## src/rtl/game_stats_counter.sv

```systemverilog
// rtl/game_stats_counter.sv - per-frame event qualification plus lives/score/fruit/timer counters
module game_stats_counter #(
  parameter int FRAMES_PER_SEC      = 30,
  parameter int GAME_SECONDS        = 99,
  parameter int HIT_COOLDOWN_FRAMES = 60,
  parameter int FRUIT_POINTS        = 2,
  parameter int MAX_FRUITS          = 10
) (
  input  logic       clk,
  input  logic       resetN,
  input  logic       startOfFrame,
  input  logic       game_on,
  input  logic       fruit_eaten,
  input  logic       fruit_lost,
  input  logic       monster_collision,
  input  logic       missile_hit,
  input  logic       key_touch,
  output logic [1:0] livesCounter,
  output logic [3:0] scoreCounter,
  output logic [3:0] fruitsCounter,
  output logic [6:0] timeLeft,
  output logic       timer_end,
  output logic       key_collision,
  output logic       hurtPulse
);

  localparam int               DIV_W     = (FRAMES_PER_SEC > 1) ? $clog2(FRAMES_PER_SEC) : 1;
  localparam logic [DIV_W-1:0] DIV_LAST  = DIV_W'(FRAMES_PER_SEC - 1);
  localparam logic [6:0]       TIME_LOAD = 7'(GAME_SECONDS);
  localparam logic [7:0]       COOL_LOAD = 8'(HIT_COOLDOWN_FRAMES);
  localparam logic [3:0]       FRUIT_MAX = 4'(MAX_FRUITS);
  localparam logic [4:0]       FRUIT_ADD = 5'(FRUIT_POINTS);

  logic [1:0]       lives_q, lives_d;
  logic [3:0]       score_q, score_d;
  logic [3:0]       fruits_q, fruits_d;
  logic [6:0]       time_q, time_d;
  logic             timer_end_q, timer_end_d;
  logic             key_pulse_q, key_pulse_d;
  logic             hurt_pulse_q, hurt_pulse_d;
  logic [DIV_W-1:0] div_q, div_d;
  logic [7:0]       cool_q, cool_d;
  logic             fruit_flag_q, fruit_flag_d;
  logic             hurt_flag_q, hurt_flag_d;
  logic             key_flag_q, key_flag_d;

  logic       frame_tick;
  logic       fruit_acc;
  logic       hurt_acc;
  logic       key_acc;
  logic [4:0] score_sum;

  // Qualify each event class: at most one acceptance per frame, and only while play is active.
  always_comb begin
    frame_tick = game_on & startOfFrame;
    fruit_acc  = game_on & (fruit_eaten | fruit_lost) & (~fruit_flag_q | startOfFrame)
                 & (fruits_q < FRUIT_MAX);
    hurt_acc   = game_on & (monster_collision | missile_hit) & (~hurt_flag_q | startOfFrame)
                 & (cool_q == 8'd0) & (lives_q != 2'd3);
    key_acc    = game_on & key_touch & (~key_flag_q | startOfFrame);
  end

  // Next-state for flags, counters, cooldown, frame divider and pulses.
  always_comb begin
    fruit_flag_d = fruit_flag_q;
    hurt_flag_d  = hurt_flag_q;
    key_flag_d   = key_flag_q;
    score_d      = score_q;
    fruits_d     = fruits_q;
    lives_d      = lives_q;
    cool_d       = cool_q;
    div_d        = div_q;
    time_d       = time_q;
    timer_end_d  = timer_end_q;
    key_pulse_d  = key_acc;
    hurt_pulse_d = hurt_acc;
    score_sum    = {1'b0, score_q} + FRUIT_ADD;

    // A frame start with no acceptance re-arms the class for the new frame.
    if (fruit_acc)       fruit_flag_d = 1'b1;
    else if (frame_tick) fruit_flag_d = 1'b0;
    if (hurt_acc)        hurt_flag_d  = 1'b1;
    else if (frame_tick) hurt_flag_d  = 1'b0;
    if (key_acc)         key_flag_d   = 1'b1;
    else if (frame_tick) key_flag_d   = 1'b0;

    // Both fruit inputs high in one cycle counts once, as an eaten fruit.
    if (fruit_acc) begin
      fruits_d = fruits_q + 4'd1;
      if (fruit_eaten) score_d = score_sum[4] ? 4'hF : score_sum[3:0];
    end

    // A fresh hit reloads the invulnerability window; otherwise it drains once per frame.
    if (hurt_acc) begin
      lives_d = lives_q + 2'd1;
      cool_d  = COOL_LOAD;
    end else if (frame_tick && (cool_q != 8'd0)) begin
      cool_d = cool_q - 8'd1;
    end

    // Seconds timer: the divider wraps once per second of active frames; 0 is terminal.
    if (frame_tick) begin
      if (div_q == DIV_LAST) begin
        div_d = '0;
        if (time_q != 7'd0) begin
          time_d = time_q - 7'd1;
          if (time_q == 7'd1) timer_end_d = 1'b1;
        end
      end else begin
        div_d = div_q + 1'b1;
      end
    end
  end

  // State register with asynchronous reset to the game-start values.
  always_ff @(posedge clk or negedge resetN) begin
    if (!resetN) begin
      lives_q      <= 2'd0;
      score_q      <= 4'd0;
      fruits_q     <= 4'd0;
      time_q       <= TIME_LOAD;
      timer_end_q  <= 1'b0;
      key_pulse_q  <= 1'b0;
      hurt_pulse_q <= 1'b0;
      div_q        <= '0;
      cool_q       <= 8'd0;
      fruit_flag_q <= 1'b0;
      hurt_flag_q  <= 1'b0;
      key_flag_q   <= 1'b0;
    end else begin
      lives_q      <= lives_d;
      score_q      <= score_d;
      fruits_q     <= fruits_d;
      time_q       <= time_d;
      timer_end_q  <= timer_end_d;
      key_pulse_q  <= key_pulse_d;
      hurt_pulse_q <= hurt_pulse_d;
      div_q        <= div_d;
      cool_q       <= cool_d;
      fruit_flag_q <= fruit_flag_d;
      hurt_flag_q  <= hurt_flag_d;
      key_flag_q   <= key_flag_d;
    end
  end

  assign livesCounter  = lives_q;
  assign scoreCounter  = score_q;
  assign fruitsCounter = fruits_q;
  assign timeLeft      = time_q;
  assign timer_end     = timer_end_q;
  assign key_collision = key_pulse_q;
  assign hurtPulse     = hurt_pulse_q;

endmodule

```

## config.mk

```make
export PLATFORM = sky130hd
export DESIGN_NAME = game_stats_counter
export DESIGN_NICKNAME = d
export VERILOG_FILES = /design/src/rtl/game_stats_counter.sv
export SDC_FILE = /design/constraint.sdc
export NUM_CORES = 1
export LEC_CHECK = 0
export ABC_CLOCK_PERIOD_IN_PS = 2460
export CORE_ASPECT_RATIO = 1.5
export CORE_MARGIN = 8
export CORE_UTILIZATION = 50
export CTS_CLUSTER_DIAMETER = 100
export DETAILED_ROUTE_END_ITERATION = 10
export GPL_ROUTABILITY_DRIVEN = 0
export PLACE_DENSITY_LB_ADDON = 0.05
export SETUP_SLACK_MARGIN = 0.1
export SYNTH_ARGS = -nofsm -noshare
export SYNTH_HDL_FRONTEND = slang
export SYNTH_SLANG_ARGS = --single-unit
```

## constraint.sdc

```tcl
create_clock -name clk -period 2.46 [get_ports clk]
set_input_delay 0.738 -clock clk [delete_from_list [all_inputs] [get_ports clk]]
set_output_delay 0.738 -clock clk [all_outputs]
set_load 0.01 [all_outputs]
```

[Yosys cells after proc, flatten, opt, wreduce, memory -nomap -nowiden]
Index checks and enable logic that the tools add are counted.
Cells by class
  add/sub/neg operators: 6
  $lt $le $gt $ge: 1
  equal/unequal tests: 3
  multiplexer cells: 8
  bitwise logic cells: 18
  reductions and logical operators: 11
Operators with widths (number)
  8-bit 2-to-1 mux: 2
  1-bit AND: 10
  8-bit zero test: 1
  2-bit nonzero test: 4
  8-bit nonzero test: 1
  8-bit by 1-bit subtractor with 8-bit output (second input constant): 1
  7-bit by 1-bit equality test with 1-bit output (second input constant): 1
  7-bit nonzero test: 1
  7-bit by 1-bit subtractor with 7-bit output (second input constant): 1
  4-bit by 2-bit adder with 5-bit output (second input constant): 1
  5-bit by 1-bit adder with 5-bit output (second input constant): 1
  5-bit equality test (second input constant): 1
  5-bit 2-to-1 mux: 1
  1-bit OR: 5
  4-bit by 1-bit adder with 4-bit output (second input constant): 1
  4-bit less-than comparator (second input constant): 1
  1-bit 2-to-1 mux: 4
  4-bit 2-to-1 mux: 1
  4-bit AND reduction: 1
  1-bit inverter: 3
  3-bit AND reduction: 1
  2-bit by 1-bit adder with 2-bit output (second input constant): 1
  2-bit inequality test (second input constant): 1
  2-bit AND reduction: 1
  1-bit logical AND: 1
Storage, ports and cells
  bits in registers: 36
  bits of input ports: 9
  output and inout bits: 20
  logic and storage cells: 59

[Logic depth before layout (Yosys ltp)]
  depth after elaboration: 6
  mapped depth: 8
  mapped depth without buffers: 7

[Worst setup path before layout]
OpenSTA, ideal clock, no wires.
  kind: input to register
  start point: input startOfFrame
  end point: register lives_q[1] (netlist: livesCounter[1])
  setup time: 127 ps
  arrival: 1763 ps
  required time: 2333 ps
  path slack: 570 ps
  stages on the path: 5
  buffers on the path: 0
  cell sequence: inv_1 > a2111oi_4 > nand2_4 > clkinv_2 > mux2_1
On the way
  cells in the longest elaborated chain, start to end: 4
Ends and longest elaborated chain
  from (decl): line 11  | input logic startOfFrame,
  1-bit OR: line 58  | hurt_acc = game_on & (monster_collision | missile_hit) & (~hurt_flag_q | startOfFrame)
  1-bit AND: line 58
  1-bit AND (2 in series): line 59  | & (cool_q == 8'd0) & (lives_q != 2'd3);
  via hurt_acc: line 49  | logic hurt_acc;
  to (signal assigned): line 131  | lives_q <= lives_d;
  to (decl): line 34  | logic [1:0] lives_q, lives_d;
The timed path passes the listed nets, and every way through them passes these cells.
A chain may end at the register's enable or synchronous reset.

[Worst setup path after layout]
  start point: register time_q[1] (netlist: timeLeft[1])
  end point: output timeLeft[1]
RTL lines
  from (decl): line 37  | logic [6:0] time_q, time_d;
  from (signal assigned): line 134  | time_q <= time_d;
  to (decl): line 21  | output logic [6:0] timeLeft,
No word-level cell between the ends.

==> flow_metrics.py <==
metrics = {
    "sta": {
        "finClkSkew_ns": 0.01471,
        "finalMaxSlewViolations": 0,
        "setup_ws_ns": 0.3102,
        "final.setup.tns_ns": 0,
        "min_period_ns": 2.150,
        "holdWs_ns": 0.4421,
        "finalHoldViolations": 0,
        "setup_viol": 0,
        "slew-limit-headroom": 0.6525,
        "tightest_slew_ns": 0.5182,
        "clock.fmax_mhz": 465.2,
        "rsz0062_at_grt": "false",
        "finalCritPeriodShare": 0.8739,
    },
    "synthesis": {
        "synth_mux_area_frac": 0.03183,
        "ys.flop_type": "dfrtp_1",
        "async_flop_share": 1.000,
        "syn_inst": 157,
        "synth-seq-area-share": 0.5010,
        "synth-edff-count": 0,
        "ys_ff_latch": 36,
        "synth-xor-area-share": 0.03875,
        "syn-cell-area_mm2": 0.001808,
        "avgSynthCellArea_um2": 11.52,
        "synthAdderAreaFrac": 0.05536,
        "synth_cell_types": 48,
        "syn_nets": 174,
        "ys_warn_count": 0,
        "synth_top_family_by_area": "simple AND/OR/NAND/NOR gates",
        "synth-simple-area-share": 0.1903,
        "synth-compound-area-share": 0.1529,
    },
    "drt": {
        "wl_um": 3658,
        "ant_nets": 0,
        "first_pass_iters": 4,
        "vias": 1318,
        "vias_per_cell": 5.492,
        "drt_iter0_markers": 45,
        "avgRoutedWirePerCell_um": 15.24,
        "drc": 0,
    },
    "grt": {
        "grt_usage": 0.1375,
        "grt_pass1_wl_um": 6189,
        "grt_overflow_total": 0,
        "grt_max_degree": 37,
        "antenna_found_initial": 0,
        "grt_pass1_vias": 1439,
    },
    "power_and_ir_drop": {
        "pwr_density_cell_mw_per_mm2": 1051,
        "vdd_drop_max_uv": 706.0,
        "p_leak_nw": 1.044,
    },
    "critical_path": {
        "path_class": "register to output port",
        "max_stage_delay_ns": 0.57,
        "worstPathMaxFanout": 4,
        "end_kind": "output port",
        "cp.required_ns": 1.72,
        "startpoint_type": "register",
        "arrival_ns": 1.41,
        "path_delay_family": "flip-flops",
        "path_buf_inv": 1,
        "slowest_stage": "dfstp_2",
        "crit_chain": "clkdlybuf4s50_1",
    },
    "die": {
        "die_x_um": 65.10,
        "ios": 29,
        "coreArea_mm2": 0.003581,
        "fp.dieH_um": 89.65,
        "dieArea_mm2": 0.005836,
        "row_count": 27,
        "start_util": 0.5049,
    },
    "place": {
        "dp_cells": 232,
        "place_ws_ns": 0.05304,
        "placed_area_mm2": 0.002176,
        "hpwl_um": 2772,
        "io_buffers": 28,
    },
    "finish": {
        "area_delta_synth_final_pct": 24.84,
        "drive_above_1_share": 0.1523,
        "antenna_cells": 0,
        "final_nets": 213,
        "final_area_mm2": 0.002257,
        "nFillCells": 318,
        "finalNonFillerCells": 240,
    },
    "clock_network": {
        "clkTransAtPathRegs_ns": 0.08,
        "htree_levels": 2,
        "cts_setup_buffers": 0,
        "cts.sinks": 36,
        "cts-root-buf": "clkbuf_8",
        "clk_latency_ns": 0.29,
        "cts_tree": "done",
        "cts_buffers": 5,
        "cts_buffer_depth": 2,
        "postCtsHoldBufs": 0,
        "cts_resized": 0,
    },
    "job": {
        "maxCapViolations": 0,
    },
    "hold_path": {
        "hp-class": "register to register",
    },
    "outcome": {
        "outcome": "completed",
    },
}
-- power breakdown --
group | total [mW] | internal (mW) | leakage, nW | switching [mW]
clock network | 0.401 | 0.199 | 0.0422 | 0.203
logic | 0.908 | 0.493 | 0.564 | 0.415
registers | 1.06 | 0.816 | 0.438 | 0.248
total | 2.37 | 1.51 | 1.04 | 0.866
-- cells in the mapped netlist, types with 2 or more instances --
cell,number,area share
a21o_1,3,0.012
a21oi_1,7,0.019
a31oi_1,2,0.0069
a41o_1,3,0.017
and2_1,2,0.0069
clkbuf_1,2,0.0042
dfrtp_1,32,0.44
dfstp_2,4,0.058
ha_1,8,0.055
inv_1,8,0.017
mux2_1,2,0.012
mux2i_1,2,0.011
nand2_1,18,0.037
nand2b_1,2,0.0069
nand3_1,5,0.014
nand4b_1,2,0.0097
nor2_1,7,0.015
nor3_1,3,0.0083
nor4_4,2,0.024
o21a_1,2,0.0083
o21ai_0,8,0.022
xnor2_1,7,0.034
-- layout by cell type (no fill, tap or decap), types with 2 or more instances in the layout --
| cell type | Yosys | final |
|---|---|---|
| dfrtp_1 | 32 | 32 |
| clkdlybuf4s50_1 | 0 | 28 |
| nand2_1 | 18 | 18 |
| inv_1 | 8 | 8 |
| o21ai_0 | 8 | 8 |
| ha_1 | 8 | 8 |
| nor2_1 | 7 | 7 |
| a21oi_1 | 7 | 7 |
| xnor2_1 | 7 | 7 |
| buf_4 | 0 | 7 |
| nand3_1 | 5 | 5 |
| clkbuf_8 | 0 | 5 |
| dfstp_2 | 4 | 4 |
| a41o_1 | 3 | 3 |
| nor3_1 | 3 | 3 |
| a21o_1 | 3 | 3 |
| nor4_4 | 2 | 2 |
| and2_1 | 2 | 2 |
| clkinv_2 | 1 | 2 |
| o21a_1 | 2 | 2 |
| mux2_1 | 2 | 2 |
| nand4b_1 | 2 | 2 |
| nand2b_1 | 2 | 2 |
| mux2i_1 | 2 | 2 |
| a31oi_1 | 2 | 2 |
| clkbuf_1 | 2 | 2 |
-- stage by stage --
step                      power, mW    util
after floorplan               1.585       -
after global placement        1.941  0.6076
after detailed placement      1.995  0.6076
after CTS                     2.398  0.6303
after global routing          2.548  0.6303
final                         2.373  0.6303
-- area by class of cell --
class                      count  area (um2)  area share
sequential                    36       905.9      0.4013
multi-input combinational    109       848.3      0.3758
timing repair buffer          35       332.8      0.1475
clock buffer                   7       76.32     0.03381
tap                           43       53.80     0.02384
inverter                       9       35.03     0.01552
clock inverter                 1       5.005    0.002217
-- kinds of logic (layout without fill, tap and decap cells) --
group | Yosys count | after routing
xor gates and xnor gates | 8 | 8
AOI/OAI and AO/OA | 35 | 35
buffers and inverters | 12 | 52
DFF | 36 | 36
muxes | 5 | 5
and+or+nand+nor | 53 | 53
adders and majority gates | 8 | 8
-- registers in the layout, summed over array words and instances, names as in the netlist --
signal,flops
timer_end,1
hurtPulse,1
timeLeft,7
cool_q,8
div_q,5
key_flag_q,1
livesCounter,2
key_collision,1
fruitsCounter,4
fruit_flag_q,1
hurt_flag_q,1
scoreCounter,4
-- worst paths after layout --
| path | cells after the start | startpoint | slack, ns | to |
|---|---|---|---|---|
| setup reg to reg | 7 | cool_q[0]$_DFFE_PN0P_ | 0.42 | livesCounter[1]$_DFFE_PN0P_ |
| setup / recovery | 1 | timeLeft[1]$_DFFE_PN1P_ | 0.31 | timeLeft[1] |
| hold / removal | 1 | key_flag_q$_DFFE_PN0P_ | 0.44 | key_collision$_DFF_PN0_ |
| hold reg to reg | 1 | key_flag_q$_DFFE_PN0P_ | 0.44 | key_collision$_DFF_PN0_ |
| max in group asynchronous | 2 | resetN | 1.25 | timeLeft[6]$_DFFE_PN1P_ |
| min in group asynchronous | 2 | resetN | 0.86 | key_flag_q$_DFFE_PN0P_ |
-- per-layer routing --
metal | GRT usage | wire, um
met4 | 0.07171 | 53
met2 | 0.2604 | 1933
met5 | 0 | 0
met3 | 0.05466 | 275
met1 | 0.1213 | 1395
(Power assumes the default switching activity.)
